===== src/rtl/cpu_pkg.sv =====
// Shared CPU front-end definitions: instruction field positions, opcodes, fetch FSM encoding.
// No logic, no latency, no backpressure.
package cpu_pkg;

    localparam int OPC_MSB = 31;
    localparam int OPC_LSB = 27;
    localparam int IMM_MSB = 11;
    localparam int IMM_LSB = 0;

    localparam logic [OPC_MSB-OPC_LSB:0] OPC_JUMP = 5'b10010;

    typedef enum logic [1:0] {
        FETCH_IDLE = 2'd0,
        FETCH_RUN  = 2'd1,
        FETCH_HALT = 2'd2
    } fetch_state_e;

endpackage


===== src/rtl/fetch_fifo.sv =====
// Generic synchronous FIFO with push, pop and flush; flush beats push.
// Latency: a pushed entry is at the head after the clock edge; push when full only lands with a same-cycle pop.
module fetch_fifo #(
    parameter int WIDTH = 64,
    parameter int DEPTH = 2
) (
    input  logic             clk,
    input  logic             rst,
    input  logic             push_i,
    input  logic [WIDTH-1:0] push_dat_i,
    input  logic             pop_i,
    input  logic             flush_i,
    output logic             full_o,
    output logic             empty_o,
    output logic [WIDTH-1:0] head_dat_o
);

    localparam int AW = $clog2(DEPTH);

    logic [WIDTH-1:0] mem_q [DEPTH];
    logic [AW:0]      wr_ptr_q, wr_ptr_d;
    logic [AW:0]      rd_ptr_q, rd_ptr_d;
    logic             do_push;
    logic             do_pop;

    // Extra pointer bit distinguishes full from empty when the indices match.
    assign empty_o = (wr_ptr_q == rd_ptr_q);
    assign full_o  = (wr_ptr_q[AW] != rd_ptr_q[AW]) && (wr_ptr_q[AW-1:0] == rd_ptr_q[AW-1:0]);

    assign do_pop  = pop_i && !empty_o;
    assign do_push = push_i && (!full_o || do_pop) && !flush_i;

    assign head_dat_o = empty_o ? '0 : mem_q[rd_ptr_q[AW-1:0]];

    always_comb begin
        wr_ptr_d = wr_ptr_q;
        rd_ptr_d = rd_ptr_q;
        if (flush_i) begin
            wr_ptr_d = '0;
            rd_ptr_d = '0;
        end else begin
            if (do_push) wr_ptr_d = wr_ptr_q + 1'b1;
            if (do_pop)  rd_ptr_d = rd_ptr_q + 1'b1;
        end
    end

    always_ff @(posedge clk or posedge rst) begin
        if (rst) begin
            wr_ptr_q <= '0;
            rd_ptr_q <= '0;
            mem_q    <= '{default: '0};
        end else begin
            wr_ptr_q <= wr_ptr_d;
            rd_ptr_q <= rd_ptr_d;
            if (do_push) mem_q[wr_ptr_q[AW-1:0]] <= push_dat_i;
        end
    end

endmodule


===== src/rtl/fetch_controller.sv =====
// Instruction fetch sequencer: owns PC, fetches one word per cycle into a {PC, instr} buffer for decode.
// Latency: word fetched in cycle N is at the head after edge N; fetch stalls while the buffer is full and not popped.
// Optional FETCH_EARLY_JUMP_EN: JUMP opcodes redirect the PC at fetch time.
module fetch_controller
    import cpu_pkg::*;
#(
    parameter int          DATA_WIDTH = 32,
    parameter int          MEM_DEPTH  = 256,
    parameter int          FIFO_DEPTH = 2,
    parameter int unsigned RESET_PC   = 0
) (
    input  logic                  clk,
    input  logic                  rst,
    input  logic                  Start,
    output logic [DATA_WIDTH-1:0] Address,
    input  logic [DATA_WIDTH-1:0] Instruction,
    output logic                  Out_Valid,
    input  logic                  Out_Ready,
    output logic [DATA_WIDTH-1:0] Out_Instruction,
    output logic [DATA_WIDTH-1:0] Out_PC,
    input  logic                  Redirect_Valid,
    input  logic [DATA_WIDTH-1:0] Redirect_Target,
    output logic                  Halted,
    output logic                  Fault
);

    localparam logic [DATA_WIDTH-1:0] LAST_ADDR = DATA_WIDTH'(4 * MEM_DEPTH - 4);
    localparam logic [DATA_WIDTH-1:0] MEM_WORDS = DATA_WIDTH'(MEM_DEPTH);

    fetch_state_e            state_q, state_d;
    logic [DATA_WIDTH-1:0]   pc_q, pc_d;
    logic                    fault_q, fault_d;
    logic                    halted_q;
    logic                    push, pop, flush;
    logic                    fifo_full, fifo_empty;
    logic [2*DATA_WIDTH-1:0] head_dat;
    logic                    redir_oor;

    assign redir_oor = ({2'b00, Redirect_Target[DATA_WIDTH-1:2]} >= MEM_WORDS);

`ifdef FETCH_EARLY_JUMP_EN
    logic                  is_jump;
    logic                  jump_oor;
    logic [DATA_WIDTH-1:0] jump_target;

    assign is_jump     = (Instruction[OPC_MSB:OPC_LSB] == OPC_JUMP);
    assign jump_target = {{(DATA_WIDTH-(IMM_MSB-IMM_LSB+3)){1'b0}}, Instruction[IMM_MSB:IMM_LSB], 2'b00};
    assign jump_oor    = ({{(DATA_WIDTH-(IMM_MSB-IMM_LSB+1)){1'b0}}, Instruction[IMM_MSB:IMM_LSB]} >= MEM_WORDS);
`endif

    assign Address   = pc_q;
    assign Out_Valid = !fifo_empty;
    assign pop       = Out_Valid && Out_Ready;
    assign Out_PC          = head_dat[2*DATA_WIDTH-1:DATA_WIDTH];
    assign Out_Instruction = head_dat[DATA_WIDTH-1:0];
    assign Halted    = halted_q;
    assign Fault     = fault_q;

    always_comb begin
        state_d = state_q;
        pc_d    = pc_q;
        fault_d = fault_q;
        push    = 1'b0;
        flush   = 1'b0;
        if (Redirect_Valid) begin
            flush = 1'b1;
            if (redir_oor) begin
                state_d = FETCH_HALT;
                fault_d = 1'b1;
            end else begin
                pc_d    = {Redirect_Target[DATA_WIDTH-1:2], 2'b00};
                state_d = FETCH_RUN;
            end
        end else begin
            case (state_q)
                FETCH_IDLE: if (Start) state_d = FETCH_RUN;
                FETCH_RUN: begin
                    if (!fifo_full || pop) begin
                        push = 1'b1;
                        if (pc_q == LAST_ADDR) state_d = FETCH_HALT;
                        else                   pc_d    = pc_q + DATA_WIDTH'(4);
`ifdef FETCH_EARLY_JUMP_EN
                        // A JUMP overrides both sequential increment and end-of-memory halt.
                        if (is_jump) begin
                            if (jump_oor) begin
                                push    = 1'b0;
                                flush   = 1'b1;
                                pc_d    = pc_q;
                                state_d = FETCH_HALT;
                                fault_d = 1'b1;
                            end else begin
                                pc_d    = jump_target;
                                state_d = FETCH_RUN;
                            end
                        end
`endif
                    end
                end
                default: ;
            endcase
        end
    end

    always_ff @(posedge clk or posedge rst) begin
        if (rst) begin
            state_q  <= FETCH_IDLE;
            pc_q     <= DATA_WIDTH'(RESET_PC);
            fault_q  <= 1'b0;
            halted_q <= 1'b0;
        end else begin
            state_q  <= state_d;
            pc_q     <= pc_d;
            fault_q  <= fault_d;
            halted_q <= (state_d == FETCH_HALT);
        end
    end

    fetch_fifo #(
        .WIDTH (2 * DATA_WIDTH),
        .DEPTH (FIFO_DEPTH)
    ) u_fifo (
        .clk        (clk),
        .rst        (rst),
        .push_i     (push),
        .push_dat_i ({pc_q, Instruction}),
        .pop_i      (pop),
        .flush_i    (flush),
        .full_o     (fifo_full),
        .empty_o    (fifo_empty),
        .head_dat_o (head_dat)
    );

endmodule


===== config.mk =====
export PLATFORM = sky130hd
export DESIGN_NAME = fetch_controller
export DESIGN_NICKNAME = d
export VERILOG_FILES = /design/src/rtl/cpu_pkg.sv /design/src/rtl/fetch_fifo.sv /design/src/rtl/fetch_controller.sv
export SDC_FILE = /design/constraint.sdc
export NUM_CORES = 1
export LEC_CHECK = 0
export BUFFER_PORTS_ARGS = -buffer_cell sky130_fd_sc_hd__clkbuf_2
export CAP_MARGIN = 20
export CORE_MARGIN = 3
export CORE_UTILIZATION = 45
export CTS_CLUSTER_SIZE = 30
export DETAILED_ROUTE_END_ITERATION = 7
export GPL_ROUTABILITY_DRIVEN = 0
export PLACE_DENSITY = 0.68
export RECOVER_POWER = 25
export SLEW_MARGIN = 15
export SYNTH_ARGS = -nofsm -noshare
export SYNTH_HDL_FRONTEND = slang
export SYNTH_SLANG_ARGS = --single-unit

===== constraint.sdc =====
create_clock -name clk -period 7.3 [get_ports clk]
set_input_delay 1.46 -clock clk [delete_from_list [all_inputs] [get_ports clk]]
set_output_delay 1.46 -clock clk [all_outputs]
set_load 0.005 [all_outputs]

Word level (Yosys, flattened, before mapping)

Index checks and enable logic that the tools add are counted.
W data, S select, Z words.

Bits in registers: 168
Output and inout port bits: 99
Word-level logic and storage cells: 69
Bits of input ports: 69

Reductions and logical operators: 18
$lt $le $gt $ge: 4
Bitwise gates (word level): 2
Equal/unequal tests: 8
Multiplexer cells: 26
Add/subtract/negate cells: 3

Operators by type and width:

| kind                    | number |
|---|---|
| $mux W64                | 5 |
| $mux W32                | 5 |
| $bwmux W128             | 1 |
| $demux W64 S1           | 1 |
| $add A32 B3 Y32 const B | 1 |
| $eq A32 B10 Y1 const B  | 1 |
| $ge A30 B9 Y1 const B   | 1 |
| $mux W2                 | 9 |
| $reduce_bool A2 Y1      | 4 |
| $logic_and A1 B1 Y1     | 6 |
| $add A2 B1 Y2 const B   | 2 |
| $ge A2 B2 Y1 const B    | 2 |
| $mux W1                 | 4 |
| $ne A2 B2 Y1 const B    | 2 |
| $not A1 Y2              | 2 |
| $pmux W2 S2             | 1 |
| $reduce_and A4 Y1       | 1 |
| $logic_not A1 Y1        | 3 |
| $eq A2 B1 Y1 const B    | 1 |
| $eq A2 B2 Y1            | 1 |
| $eq A2 B2 Y1 const B    | 1 |
| $logic_not A2 Y1        | 1 |
| $logic_or A1 B1 Y1      | 2 |
| $lt A2 B1 Y1 const B    | 1 |
| other kinds (3)         | 3 |

Logic depth before layout (Yosys ltp)

Depth after elaboration: 11
Depth in mapped cells: 8
Mapped depth without buffers: 6

By module

From an unflattened synthesis, not the netlist that was laid out.

Cell total of the unflattened synthesis: 712
Area, all modules: 8265.4 sq um

Modules (own cells, without submodules):

| module           | cells an instance | sequential area each (sq um) | instances | area each (sq um) |
|---|---|---|---|---|
| fetch_fifo       | 447               | 3303.2                       | 1         | 5999.5 |
| fetch_controller | 265               | 850.8                        | 1         | 2265.9 |

Worst setup path before layout

Ideal clock, no wire load.

Path type: input to register
Start point: input Redirect_Valid
End point: register pc_q[27], in the netlist Address[27]
Path slack: 4.201 ns
Stages: 6
Buffers on the path: 1
Arrival time: 2.970 ns
Data required time: 7.171 ns
Library setup time: 0.129 ns
Cells stage by stage: buf_2 -> or3b_1 -> a31oi_2 -> o21ai_2 -> or4_4 -> mux2i_1

Word-level cells in the longest chain between the ends: 2
Elaborated cells on any way between the ends: 6
Classes of those cells: eq/ne: 2; mux: 1; reduce/logical: 3

Ends and longest elaborated chain:

| element                                                             | RTL line                | text |
|---|---|---|
| start: declaration                                                  | fetch_controller.sv:21  | `input logic Redirect_Valid,` |
| $ne A2 B2 Y1 (no line) / $reduce_bool A2 Y1 (equally long branches) | --                      |  |
| $reduce_and A4 Y1 (no line)                                         | --                      |  |
| end signal: assignment                                              | fetch_controller.sv:107 | `pc_q <= DATA_WIDTH'(RESET_PC);` |
| end signal: assignment                                              | fetch_controller.sv:112 | `pc_q <= pc_d;` |
| end: declaration                                                    | fetch_controller.sv:31  | `logic [DATA_WIDTH-1:0] pc_q, pc_d;` |

Several ways; a longest one is shown, not always the timed one.
A chain may end at the register's enable or synchronous reset.

Worst setup path after layout

Start point: register u_fifo.rd_ptr_q[0]
End point: output Out_PC[26]

Word-level cells in the longest chain between the ends: 5
Elaborated cells on any way between the ends: 6
Classes of those cells: eq/ne: 1; mux: 4; bitwise: 1

Ends and longest elaborated chain:

| element                                      | RTL line               | text |
|---|---|---|
| start: declaration                           | fetch_fifo.sv:22       | `logic [AW:0] rd_ptr_q, rd_ptr_d;` |
| start signal: assignment                     | fetch_fifo.sv:54       | `rd_ptr_q <= rd_ptr_d;` |
| $not A1 Y2 (not written as such)             | fetch_fifo.sv:33       | `assign head_dat_o = empty_o ? '0 : mem_q[rd_ptr_q[AW-1:0]];` |
| $mux W64 (not written as such) (3 in series) | fetch_fifo.sv:33       |  |
| $mux W64 (*)                                 | fetch_fifo.sv:33       |  |
| end: declaration                             | fetch_controller.sv:20 | `output logic [DATA_WIDTH-1:0] Out_PC,` |

Mark *: on every way between the ends. The rest lies on a longest branch, timed or not. The select of a mux whose other input is x is not followed.

==> results.md <==
* Worst EP arrival at 2.69 ns
* Mapped cell area at 7890 um^2
* Layout area overhead at 20.0%
* Crit-path max FO at 46
* Met3 Resource Use GR at 4.07%
* CP peak stage delay at 0.75 ns
* Post-synth ARST share at 100%
* Routing usage on met2 at 30.6%
* Syn. warnings at 0
* Grt total ovfl at 0
* Min cycle time layout at 4.15 ns
* Relative slew slack at 34.3%
* VDD IR max at 173 uV
* Die Ht at 138 um
* CTS Buf Count at 17
* Wire per inst at 17.3 um
* Routed wire length at 18.4 mm
* CP Cell Sequence: xor2_1, nor2_4, buf_4, nor2_1, clkbuf_2
* Core Region at 16900 um^2
* Number of library cell types mapped by synthesis at 63
* Place WS at 3.18 ns
* Synth Register Bits at 162
* Worst setup margin at 3.15 ns
* Max-cap viol count at 0
* Period utilisation layout at 56.9%
* Largest net degree at the start of global routing at 106
* Setup Skew at 0.00662 ns
* Final Max Slew Viols at 0
* Share of cells above drive strength 1 at 38.8%
* Deepest clock path buffer count at 2
* # hold bufs at CTS at 0
* RSZ-0062 raised after global routing: no
* Critical Path RT at 5.84 ns
* Worst skew pair latency at 0.42 ns
* Antenna diodes at 0
* Placed cells at 1029
* Fin Setup TNS at 0 ns
* Startpoint types: flip-flop
* First-pass GRT wire length at 30.9 mm
* GRT Resource Usage Total at 19.6%
* EDFF count, synth at 0
* Sequential share of the synthesized area at 51.4%
* Post-layout util at 56.1%
* Worst-Margin Slew at 0.986 ns
* Outcome: finished clean
* Rows at 47
* Leakage at 4.52 nW
* CP max stage cell: dfrtp_4
* Fmax at 241 MHz
* Antenna viol nets, final at 0
* Syn Area/Cell at 11.5 um^2
* Initial antenna violation count at 0
* # IOs at 168
* Critical path class: reg -> out
* Count of TritonRoute iterations in the first routing pass at 5
* Port Buf Inserts at 161
* Post_cts resized at 0
* Fin nets at 899
* Vias at 5842
* Syn Inst Count at 687
* Hold/Removal Path Class: reg -> reg
* Post-synth top flop: dfrtp_1
* Pwr Total at 0.00192 W
* Setup crit end kind: primary output
* DR DRC count at 0
* Die ar. at 19100 um^2
* CTS Sinks at 162
* Vias per cell at 5.51
* First-iteration detailed-routing DRC count at 336
* Die Wd at 138 um
* Final Non-Filler Cells at 1061
* H-tree level count at 4
* Initial Util at 46.7%
* Number of global-route vias before repair at 5792
* # setup viols final at 0
* CTS clock-pin slew for the worst setup and hold paths at 0.06 ns
* Setup bufs post-CTS at 0
* Clock tree root driver cell: clkbuf_16
* Final Hold Fails at 0
* CTS tree: built
* Met1 Use GR at 27.9%
* P per Cell Area at 203 nW/um^2
* Post-DP HPWL at 11.9 mm
* Grt peak-use layer: met2
metrics by stage:
step	instance area [um^2]	hold WS, ns
after CTS	9470	0.472
after global placement	8830	0.455
final	9460	0.470
after floorplan	7900	0.449
after detailed placement	8830	0.448
after global routing	9460	0.508
path summary, 6_finish.rpt:
path | from | to | slack [ns] | cells after the start
worst min-delay path | Fault | Fault | 0.47 | 1
min in group asynchronous | rst | u_fifo.mem_q[29] | 1.21 | 2
max in group asynchronous | rst | u_fifo.mem_q[75] | 4.80 | 3
worst max-delay path | u_fifo.rd_ptr_q[0] | Out_PC[26] | 3.15 | 5
worst max register to register | u_fifo.rd_ptr_q[0] | u_fifo.mem_q[18] | 4.69 | 4
worst min register to register | Fault | Fault | 0.47 | 1
state kept, by name, indices dropped and copies added (netlist names):
| register | cells |
|---|---|
| state_q | 2 |
| u_fifo.mem_q | 124 |
| Fault | 1 |
| Address | 30 |
| Halted | 1 |
| u_fifo.wr_ptr_q | 2 |
| u_fifo.rd_ptr_q | 2 |
power breakdown:
part | total, W | switching (W) | internal [W]
clock network | 0.000952 | 0.000351 | 0.000601
registers | 0.000905 | 0.00000309 | 0.000901
logic | 0.0000593 | 0.0000379 | 0.0000215
cells by family after synthesis:
family,after synthesis,share of synthesized area (%)
AO/OA/AOI/OAI,90,7.54
XOR/XNOR,9,1.00
adder cells (fa/ha/maj),2,0.317
buffers and inverters,62,3.44
flip-flops,162,51.4
multiplexers,178,24.4
other,1,0.0476
AND/OR/NAND/NOR,183,11.8
final cells by class:
class | instances | area, um^2
clock buffer | 24 | 482
clock inverter | 8 | 149
fill | 1460 | 7410
inverter | 14 | 57.6
multi-input combinational | 466 | 3590
sequential | 162 | 4060
tap | 220 | 275
timing repair buffer | 167 | 848
metal layers:
metal	wire length (um)	share of wire, %	vias up
met2	8400	46	194
met5	0	0	-
met1	8680	47	2877
met4	270	1.5	0
li1	-	-	2747
met3	1020	5.6	24
synthesized netlist by cell type, types with 2 or more instances:
cell / n / share of area (%)
o21ai_0: 19 / 1.2
buf_4: 6 / 0.57
nand2_1: 25 / 1.2
a211o_1: 2 / 0.22
a21oi_1: 23 / 1.5
o311ai_0: 2 / 0.22
nand4_1: 8 / 0.63
ha_1: 2 / 0.32
or3_1: 2 / 0.16
and3_1: 6 / 0.48
inv_1: 13 / 0.62
nor4_1: 8 / 0.63
or4_1: 3 / 0.29
a31oi_1: 10 / 0.79
and2_1: 2 / 0.16
o211ai_1: 2 / 0.19
nand3_1: 13 / 0.83
nor3b_1: 2 / 0.19
o31ai_1: 4 / 0.38
xor2_1: 3 / 0.33
buf_1: 10 / 0.48
dfrtp_1: 162 / 51
o21a_1: 3 / 0.29
nor3_1: 11 / 0.70
nor4_4: 2 / 0.54
a22oi_1: 3 / 0.29
mux2i_1: 64 / 8.1
o31a_1: 2 / 0.22
and4_1: 3 / 0.33
buf_2: 13 / 0.83
clkbuf_1: 19 / 0.90
mux2_2: 114 / 16
nor2_1: 85 / 4.0
o22a_1: 5 / 0.56
xnor2_1: 6 / 0.67
a32oi_1: 2 / 0.22
nor4b_1: 2 / 0.22
layout by cell type (no fill, tap or decap), types with 10 or more instances in the layout:
cell type  instances
a21oi_1           23
a31oi_1           10
clkbuf_16         17
clkbuf_2         159
dfrtp_1          161
inv_1             12
mux2_2           114
mux2i_1           64
nand2_1           23
nand3_1           13
nor2_1            84
nor3_1            11
o21ai_0           19
critical path, delay by kind of cell (launching register included):
kind,cells,cell delay (ns)
DFF,1,0.75
buffers and inverters,2,0.71
and+or+nand+nor,2,0.59
xor gates and xnor gates,1,0.20
No activity file was read; power rests on OpenSTA's default activity.
